`src/rtl/tex_sample_arbiter.sv`:
```
// tex_sample_arbiter: round-robin scheduler sharing one texture sampler among NUM_REQ requesters
module tex_sample_arbiter #(
  parameter int NUM_REQ        = 4,
  parameter int TIMEOUT_CYCLES = 1024
) (
  input  logic                   clk,
  input  logic                   rst,
  input  logic [NUM_REQ-1:0]     req_valid,
  output logic [NUM_REQ-1:0]     req_ready,
  input  logic [32*NUM_REQ-1:0]  req_tex_id,
  input  logic [16*NUM_REQ-1:0]  req_u,
  input  logic [16*NUM_REQ-1:0]  req_v,
  input  logic [8*NUM_REQ-1:0]   req_lod,
  output logic [NUM_REQ-1:0]     resp_valid,
  input  logic [NUM_REQ-1:0]     resp_ready,
  output logic [127:0]           resp_texel,
  output logic                   resp_error,
  output logic                   tu_sample_en,
  output logic [31:0]            tu_tex_id,
  output logic [15:0]            tu_u,
  output logic [15:0]            tu_v,
  output logic [7:0]             tu_lod,
  input  logic                   tu_sample_done,
  input  logic [127:0]           tu_texel,
  output logic                   busy,
  output logic [$clog2(NUM_REQ)-1:0] grant_id,
  output logic                   stray_done
);
  localparam int GW = $clog2(NUM_REQ);
  localparam int CW = $clog2(TIMEOUT_CYCLES);
  typedef enum logic [1:0] {IDLE, ISSUE, WAIT, RESPOND} state_t;
  state_t state, state_nx;
  logic [GW-1:0] last_grant, pick, rr_idx;
  logic found, tmo, hs, accept;
  logic [CW-1:0] cnt;
  logic [31:0] sel_tex;
  logic [15:0] sel_u, sel_v;
  logic [7:0] sel_lod;
  logic [NUM_REQ-1:0] one;
  assign one          = {{(NUM_REQ-1){1'b0}}, 1'b1};
  assign hs           = state == IDLE && found;
  assign accept       = state == RESPOND && resp_ready[grant_id];
  assign tmo          = cnt == CW'(TIMEOUT_CYCLES - 1);
  assign req_ready    = hs ? one << pick : '0;
  assign resp_valid   = state == RESPOND ? one << grant_id : '0;
  assign tu_sample_en = state == ISSUE;
  // search upward from the slot after the last grant, wrapping, for the first valid requester
  always_comb begin
    pick   = '0;
    found  = 1'b0;
    rr_idx = '0;
    for (int k = 0; k < NUM_REQ; k++) begin
      rr_idx = GW'((int'(last_grant) + 1 + k) % NUM_REQ);
      if (!found && req_valid[rr_idx]) begin
        found = 1'b1;
        pick  = rr_idx;
      end
    end
  end
  // route the picked requester's sample fields to the latch inputs
  always_comb begin
    sel_tex = '0;
    sel_u   = '0;
    sel_v   = '0;
    sel_lod = '0;
    for (int i = 0; i < NUM_REQ; i++) begin
      if (GW'(i) == pick) begin
        sel_tex = req_tex_id[32*i +: 32];
        sel_u   = req_u[16*i +: 16];
        sel_v   = req_v[16*i +: 16];
        sel_lod = req_lod[8*i +: 8];
      end
    end
  end
  // next state: done beats timeout in WAIT since either one leaves for RESPOND
  always_comb begin
    state_nx = hs ? ISSUE
             : state == ISSUE ? WAIT
             : (state == WAIT && (tu_sample_done || tmo)) ? RESPOND
             : accept ? IDLE
             : state;
  end
  // state register
  always_ff @(posedge clk or posedge rst) begin
    if (rst) state <= IDLE;
    else     state <= state_nx;
  end
  // sampler fields, grant, watchdog and response registers
  always_ff @(posedge clk or posedge rst) begin
    if (rst) begin
      last_grant <= GW'(NUM_REQ - 1);
      grant_id   <= '0;
      tu_tex_id  <= '0;
      tu_u       <= '0;
      tu_v       <= '0;
      tu_lod     <= '0;
      cnt        <= '0;
      resp_texel <= '0;
      resp_error <= 1'b0;
      busy       <= 1'b0;
      stray_done <= 1'b0;
    end else begin
      busy       <= state_nx != IDLE;
      stray_done <= tu_sample_done && state != WAIT;
      if (hs) begin
        grant_id  <= pick;
        tu_tex_id <= sel_tex;
        tu_u      <= sel_u;
        tu_v      <= sel_v;
        tu_lod    <= sel_lod;
      end
      cnt <= state == ISSUE ? '0 : state == WAIT ? cnt + 1'b1 : cnt;
      if (state == WAIT && tu_sample_done) begin
        resp_texel <= tu_texel;
        resp_error <= 1'b0;
      end else if (state == WAIT && tmo) begin
        resp_texel <= '0;
        resp_error <= 1'b1;
      end
      if (accept) last_grant <= grant_id;
    end
  end
endmodule

```
`config.mk`:
```
export PLATFORM = sky130hd
export DESIGN_NAME = tex_sample_arbiter
export DESIGN_NICKNAME = d
export VERILOG_FILES = /design/src/rtl/tex_sample_arbiter.sv
export SDC_FILE = /design/constraint.sdc
export NUM_CORES = 1
export LEC_CHECK = 0
export ABC_CLOCK_PERIOD_IN_PS = 21300
export CORE_AREA = 10 10 243 245
export DETAILED_ROUTE_END_ITERATION = 8
export DIE_AREA = 0 0 253 255
export GPL_TIMING_DRIVEN = 0
export HOLD_SLACK_MARGIN = 0.1
export PLACE_DENSITY = 0.53
export REMOVE_ABC_BUFFERS = 1
export SLEW_MARGIN = 40
export SYNTH_ARGS = -nofsm -noshare
export SYNTH_HDL_FRONTEND = slang
export SYNTH_SLANG_ARGS = --single-unit
```
`constraint.sdc`:
```
create_clock -name clk -period 21.3 [get_ports clk]
set_input_delay 6.39 -clock clk [delete_from_list [all_inputs] [get_ports clk]]
set_output_delay 6.39 -clock clk [all_outputs]
set_load 0.01 [all_outputs]
```
==> metrics.sh <==
RUN_STATUS='finished clean'
LEAKAGE_nW=7.54
IO_PINS=641
GPL.FINAL_WEIGHTED_CONGESTION=0.887
DRT_PRE_ANTENNA_ITERS=6
SYN_AREA_UM2=9960
TOP_CELL_TYPE_BY_TOTAL_AREA_AFTER_SYNTHESIS='dfrtp_1'
DIE_AREA_UM2=64500
CTS_HOLD_BUF=0
CTS.SINK_COUNT=219
DESIGN_POWER_TOTAL_mW=2.46
SLEW-LIMIT-HEADROOM=0.610
INITIAL_ANTENNA_VIOLATION_COUNT=5
IR_WORST_VDD_mV=0.0483
SYN_AREA_PER_CELL_UM2=14.5
LAYOUT_MIN_CYCLE_TIME_PS=15510
SYNTH.YOSYS.WARNINGS=0
ROUTED_WL_UM=49600
N_FILL_CELL=5412
SYNTH_SEQ_AREA_SHARE=0.551
ROWS=86
BUF_INV_STAGES_CRIT_PATH=6
CLKSLEWWORSTSETUPHOLDPATHS_PS=60
MULTI_INPUT_AREA_UM2=4220
DPL-INSTANCE-AREA_UM2=17600
GRT_PASS1_WL_UM=69600
ROOT_BUFFER='clkbuf_16'
POST_CTS.RESIZED_INSTANCES=0
MIN_DELAY_WORST_TYPE='flop to flop'
EDFF_COUNT_SYNTH=0
CLK_PATH_BUF_DEPTH=3
PATH_CELLS='clkdlybuf4s50_1, nand3b_1, a31oi_4, buf_6, buf_8, buf_8, buf_8, and3_1, clkdlybuf4s50_1'
FINALCRITPERIODSHARE=0.728
POST_CTS.REPAIR.SETUP_BUFFERS=0
WL_PER_CELL_UM=24.1
INTERNAL-POWER_mW=1.61
CTS_MAX_LEVEL=1
SYNTH-MAIN-FF-CELL='dfrtp_1'
TRACK_USAGE=0.144
CRITICAL_PATH.TOP_DELAY_FAMILY='buffers and inverters'
POWER.SWITCHING_uW=852
DRIVE_ABOVE_1_SHARE=0.155
LARGEST_NET_DEGREE_AT_THE_START_OF_GLOBAL_ROUTING=75
TRITONCTS='built'
ROUTE.DETAILED.DRC=0
CLK-INSERTION-DELAY-LATE_PS=570
VIA_COUNT=8989
DIE_H_UM=255
REGAREA_UM2=5480
MAX_STAGE_DELAY_PS=610
SYNTHDOMINANTCELLAREASHARE=0.545
SYNTHESIZED_NETLIST_CELL_COUNT=687
SEQUENTIALPOWERSHARE=0.296
TIMING.CRITICAL_PATH.FANOUT_MAX=12
CRITPATHMOSTFREQUENTCELL='buf_8'
GRT_SETUP_UNREPAIRED='false'
NUMBER_OF_GLOBAL_ROUTE_VIAS_BEFORE_REPAIR=9946
DRT-VIAS-PER-INSTANCE=4.37
TIMING.CRITICAL_PATH.TO_TYPE='output pin'
CRIT_ARRIVAL_PS=9120
WORST_EP_REQUIRED_TIME_PS=14910
ESTIMATED_WIRELENGTH_OF_THE_DETAIL_PLACED_DESIGN_UM=41200
PORT_BUFFERS=640
SWITCHING_SHARE_OF_POWER=0.346
SHARE_CLK_OF_TOTAL_POWER=0.181
UTILIZATION=0.339
DRTANTENNAVIOLNETS=0
YOSYS_REGISTER_BITS=219
TIMING_WORST_SLEW_PIN_VALUE_PS=584
SETUP_VIOL=0
SLEW_VIOLATIONS=0
TOTAL_NON_FILLER_CELL_AREA_IN_THE_FINISHED_LAYOUT_UM2=18500
PATH_CLASS='input port to output pin'
FINAL_CELL_MIX='640 x clkdlybuf4s50_1, 217 x dfrtp_1, 129 x a22o_1, 62 x mux2_2, 61 x mux4_2'
DIE_X_UM=253
ASYNCSETRESETFLOPFRACSYNTH=1.00
FINALHOLDVIOLCOUNT=0
SYNTHTOPCELLSBYAREA='dfrtp_1 55%, mux4_2 14%, a22o_1 11%, mux2_2 7.0%, mux2i_1 1.4%'
CORE_AREA_UM2=54400
FINAL_NET_COUNT=1762
DRT-INITIAL-DRC-COUNT=420
LAYOUT_COMMONEST_CELL='clkdlybuf4s50_1'
PWR_DENSITY_CELL_nW_PER_UM2=133
CRITPATHSLOWESTCELL='clkdlybuf4s50_1'
STARTPOINT_TYPE_OF_THE_WORST_SETUP_PATH='input port'
FINAL_CLOCK_SKEW_PS=23.5
FLOORPLAN.INITIALDENSITY=0.183
SYNTH.DISTINCT_CELLS=41
DRV_CAP=0
GLOBALROUTE.TOTALOVERFLOW=0
FRACTION_OF_POWER_CONSUMED_BY_COMBINATIONAL_CELLS=0.524
MAXCLOCKFREQUENCY_MHz=64.5
SYNTHTOLAYOUTAREAGROWTH_PCT=85.5
TRITONCTS.NUM_BUFFERS=27
==> synthesized netlist by cell type, types with 6 or more instances <==
cell and n:
mux4_2 61, o21ai_0 8, nand2_1 26, dfrtp_1 217
mux2_2 62, clkbuf_1 35, a21o_1 12, nor2_1 11
a21oi_1 6, mux2i_1 14, o221ai_1 11, a22o_1 129
nand3_1 15, inv_1 9, buf_2 9, buf_1 6
==> power by group through the flow <==
stage / registers (mW) / logic (mW) / clock network [mW]
finish: 0.728 / 1.29 / 0.445
global placement: 0.730 / 1.32 / 0
detailed placement: 0.735 / 1.31 / 0
global route: 0.753 / 1.37 / 0.480
floorplan: 0.808 / 0.519 / 0
CTS: 0.729 / 1.32 / 0.468
==> final timing paths <==
path | start | end | slack (ps) | cells after the start
worst min register to register | resp_texel[72] | resp_texel[72] | 490 | 1
worst max register to register | last_grant[1] | tu_v[13] | 18060 | 10
min in group asynchronous | rst | resp_texel[4] | 6240 | 2
worst min-delay path | resp_texel[72] | resp_texel[72] | 490 | 1
worst max-delay path | req_valid[3] | req_ready[2] | 5790 | 9
max in group asynchronous | rst | last_grant[1] | 14070 | 4
==> flip-flops by register name, indices dropped and copies added, names as in the netlist, 2 cells and up <==
signal	cells
cnt	10
grant_id	2
last_grant	2
resp_texel	128
state	2
tu_lod	8
tu_tex_id	32
tu_u	16
tu_v	16
==> cells by family (layout without fill, tap and decap cells) <==
logic type,Yosys count,count (layout),share of synthesized area
adders and majority gates,5,5,0.00628
AOI/OAI and AO/OA,179,179,0.150
DFF,219,219,0.551
and+or+nand+nor,76,76,0.0366
buffers and inverters,68,731,0.0320
muxes,137,137,0.222
xor gates and xnor gates,3,3,0.00264
other,0,2,0
==> layout make-up <==
type / count / area share
timing repair buffer: 673 / 0.379
sequential: 219 / 0.297
multi-input combinational: 400 / 0.228
clock buffer: 39 / 0.0417
inverter: 9 / 0.00223
clock inverter: 10 / 0.00427
tap: 704 / 0.0477
antenna: 2 / 0.000271
==> worst register-to-register path: stages, from the launching register on <==
cell and delay, ps:
dfstp_2 600, nand3b_1 160, a31oi_4 410, buf_6 220, buf_8 180, buf_8 190, buf_8 200, buf_8 180
buf_8 180, mux4_2 540, mux2_2 280
==> routing by layer <==
metal	up-vias	part of all wire	track usage
met1	4474	0.36	0.157
met3	57	0.11	0.0580
met2	469	0.50	0.254
met5	-	0.00026	0
met4	2	0.025	0.0428
li1	3987	-	-
==> stage by stage <==
stage          TNS [ps]  setup WS, ps  hold slack, ps  cells
4_1_cts               0          5780             500   2054
5_1_grt               0          5600             509   2054
3_3_place_gp      -3180         -1820             482   1972
2_1_floorplan         0          3510             480    628
6_report              0          5790             492   2056
3_5_place_dp          0          5780             482   2005
(Power assumes the default switching activity.)
==> variant, RTL diff (config.mk and constraints unchanged) <==
`TIMEOUT_CYCLES`: 1024 -> 256.
--- a/src/rtl/tex_sample_arbiter.sv
+++ b/src/rtl/tex_sample_arbiter.sv
@@ -1,7 +1,7 @@
 // tex_sample_arbiter: round-robin scheduler sharing one texture sampler among NUM_REQ requesters
 module tex_sample_arbiter #(
   parameter int NUM_REQ        = 4,
-  parameter int TIMEOUT_CYCLES = 1024
+  parameter int TIMEOUT_CYCLES = 256
 ) (
   input  logic                   clk,
   input  logic                   rst,
Behaviour: no difference found for any inputs over 4 cycles, from zero or initial values and one cycle with rst high; that may be too few to reach the edited logic, so the function may still have changed.
==> variant against the original RTL <==
Critical path depth grew 1; clock skew shrank 0.013 ns; first-iteration DRC count shrank 31%; core utilization shrank 0.17 points; sequential cell count shrank 2; final area shrank 0.50%; fmax shrank 0.99%; power grew 0.90%; largest cell class unchanged; synthesized area grew 0.29%; wire length shrank 1.7%; die area is the same; setup slack lost 0.15 ns.
==> variant: results (changes against the original RTL) <==
WL met3 -> 5207 microns (-6.5%)
Area of the multi-input gates -> 4247 sq um (+0.74%)
Initial drt markers -> 288 (-31%)
Fillers -> 5395 (-0.31%)
GRT met2 Usage -> 26.06% (+0.66 points)
Initial antenna violation count -> 8 (+3)
Reg2reg path depth -> 9 (-1)
HPWL after detailed placement -> 40920 microns (-0.58%)
Synth Register Bits -> 217 (-0.91%)
Fin nets -> 1725 (-2.1%)
Synth Area in Adders -> 0.6264% (-0.0018 points)
Status -> completed
Synth Area in Compound Gates -> 14.60% (-0.38 points)
Layout cells sized above 1 -> 16.39% (+0.91 points)
FF-to-FF setup slack -> 18.22 ns (+0.16 ns)
Top cells by area, synth -> dfrtp_1 54%, mux4_2 15%, a22o_1 11%
Lkg Pwr -> 7.536 nW (about the same)
Drt via density -> 4.286 (-2.0%)
Psw -> 0.0008394 W (-1.5%)
Global Route Usage Sum -> 14.10% (-0.34 points)
Sequential cell area -> 5433 sq um (-0.91%)
# clk buffers -> 36 (-7.7%)
Clk_skew -> 0.01060 ns (-0.01294 ns)
Ant diodes -> 5 (+3)
First-pass detailed-route iteration total -> 4 (-2)
Number of non-clock buffers -> 668 (-0.74%)
Reg-to-Reg End -> tu_tex_id[0]$_DFFE_PP0N_
Clock network area share -> 4.764% (+0.17 points)
Largest net degree at the start of global routing -> 71 (-5.3%)
Crit Path Max Fanout -> 11 (-1)
RD Place Congestion -> 0.8410 (-5.2%)
Final hold slack -> 0.4953 ns (+0.002935 ns)
Inverter count -> 5 (-4)
Clk Latency, worst-skew pair -> 0.55 ns (-0.02 ns)
M1 GR Usage -> 14.72% (-1.0 points)
Post-synthesis cell type count -> 49 (+20%)
Hold endpoint -> resp_texel[88]$_DFFE_PP0P_
Synth top cells by count -> 215 x dfrtp_1, 129 x a22o_1, 65 x mux4_2, 38 x mux2_2, 35 x clkbuf_1
Synth Area in XOR/XNOR -> 0.1754% (-0.088 points)
Metal-1 WL -> 17620 microns (-2.5%)
#MultiIn Comb -> 374 (-6.5%)
Met2 wire len -> 25100 microns (+1.6%)
Number of global-route vias before repair -> 9606 (-3.4%)
Slew margin rel. -> 57.48% (-3.5 points)
Met3 usage -> 5.756% (-0.041 points)
-- variant: changes by cell type after synthesis, sizes merged, moves of 4 or more --
cell | before | now
mux2i | 14 | 10
nor2 | 11 | 6
o22ai | 4 | 0
nand2 | 26 | 21
mux2 | 62 | 66
inv | 9 | 5
mux4 | 61 | 65
-- variant: power by group through the flow --
stage          registers [W]  logic (W)  clock network [W]
2_1_floorplan       0.000808   0.000529                  0
3_3_place_gp        0.000728    0.00131                  0
3_5_place_dp        0.000735    0.00132                  0
4_1_cts             0.000729    0.00133           0.000480
5_1_grt             0.000754    0.00138           0.000495
6_report            0.000728    0.00130           0.000460
-- variant: stage by stage --
step           cell area, sq um  total power, W  util (%)  cells  worst slack [ns]
3_5_place_dp              17500        0.002058     32.13   1968             5.620
5_1_grt                   18370        0.002625     33.74   2016             5.409
3_3_place_gp              16960        0.002039     31.14   1940             2.704
4_1_cts                   18370        0.002540     33.74   2016             5.600
6_report                  18380        0.002484     33.76   2021             5.636
2_1_floorplan              9668        0.001337         -    596             5.519
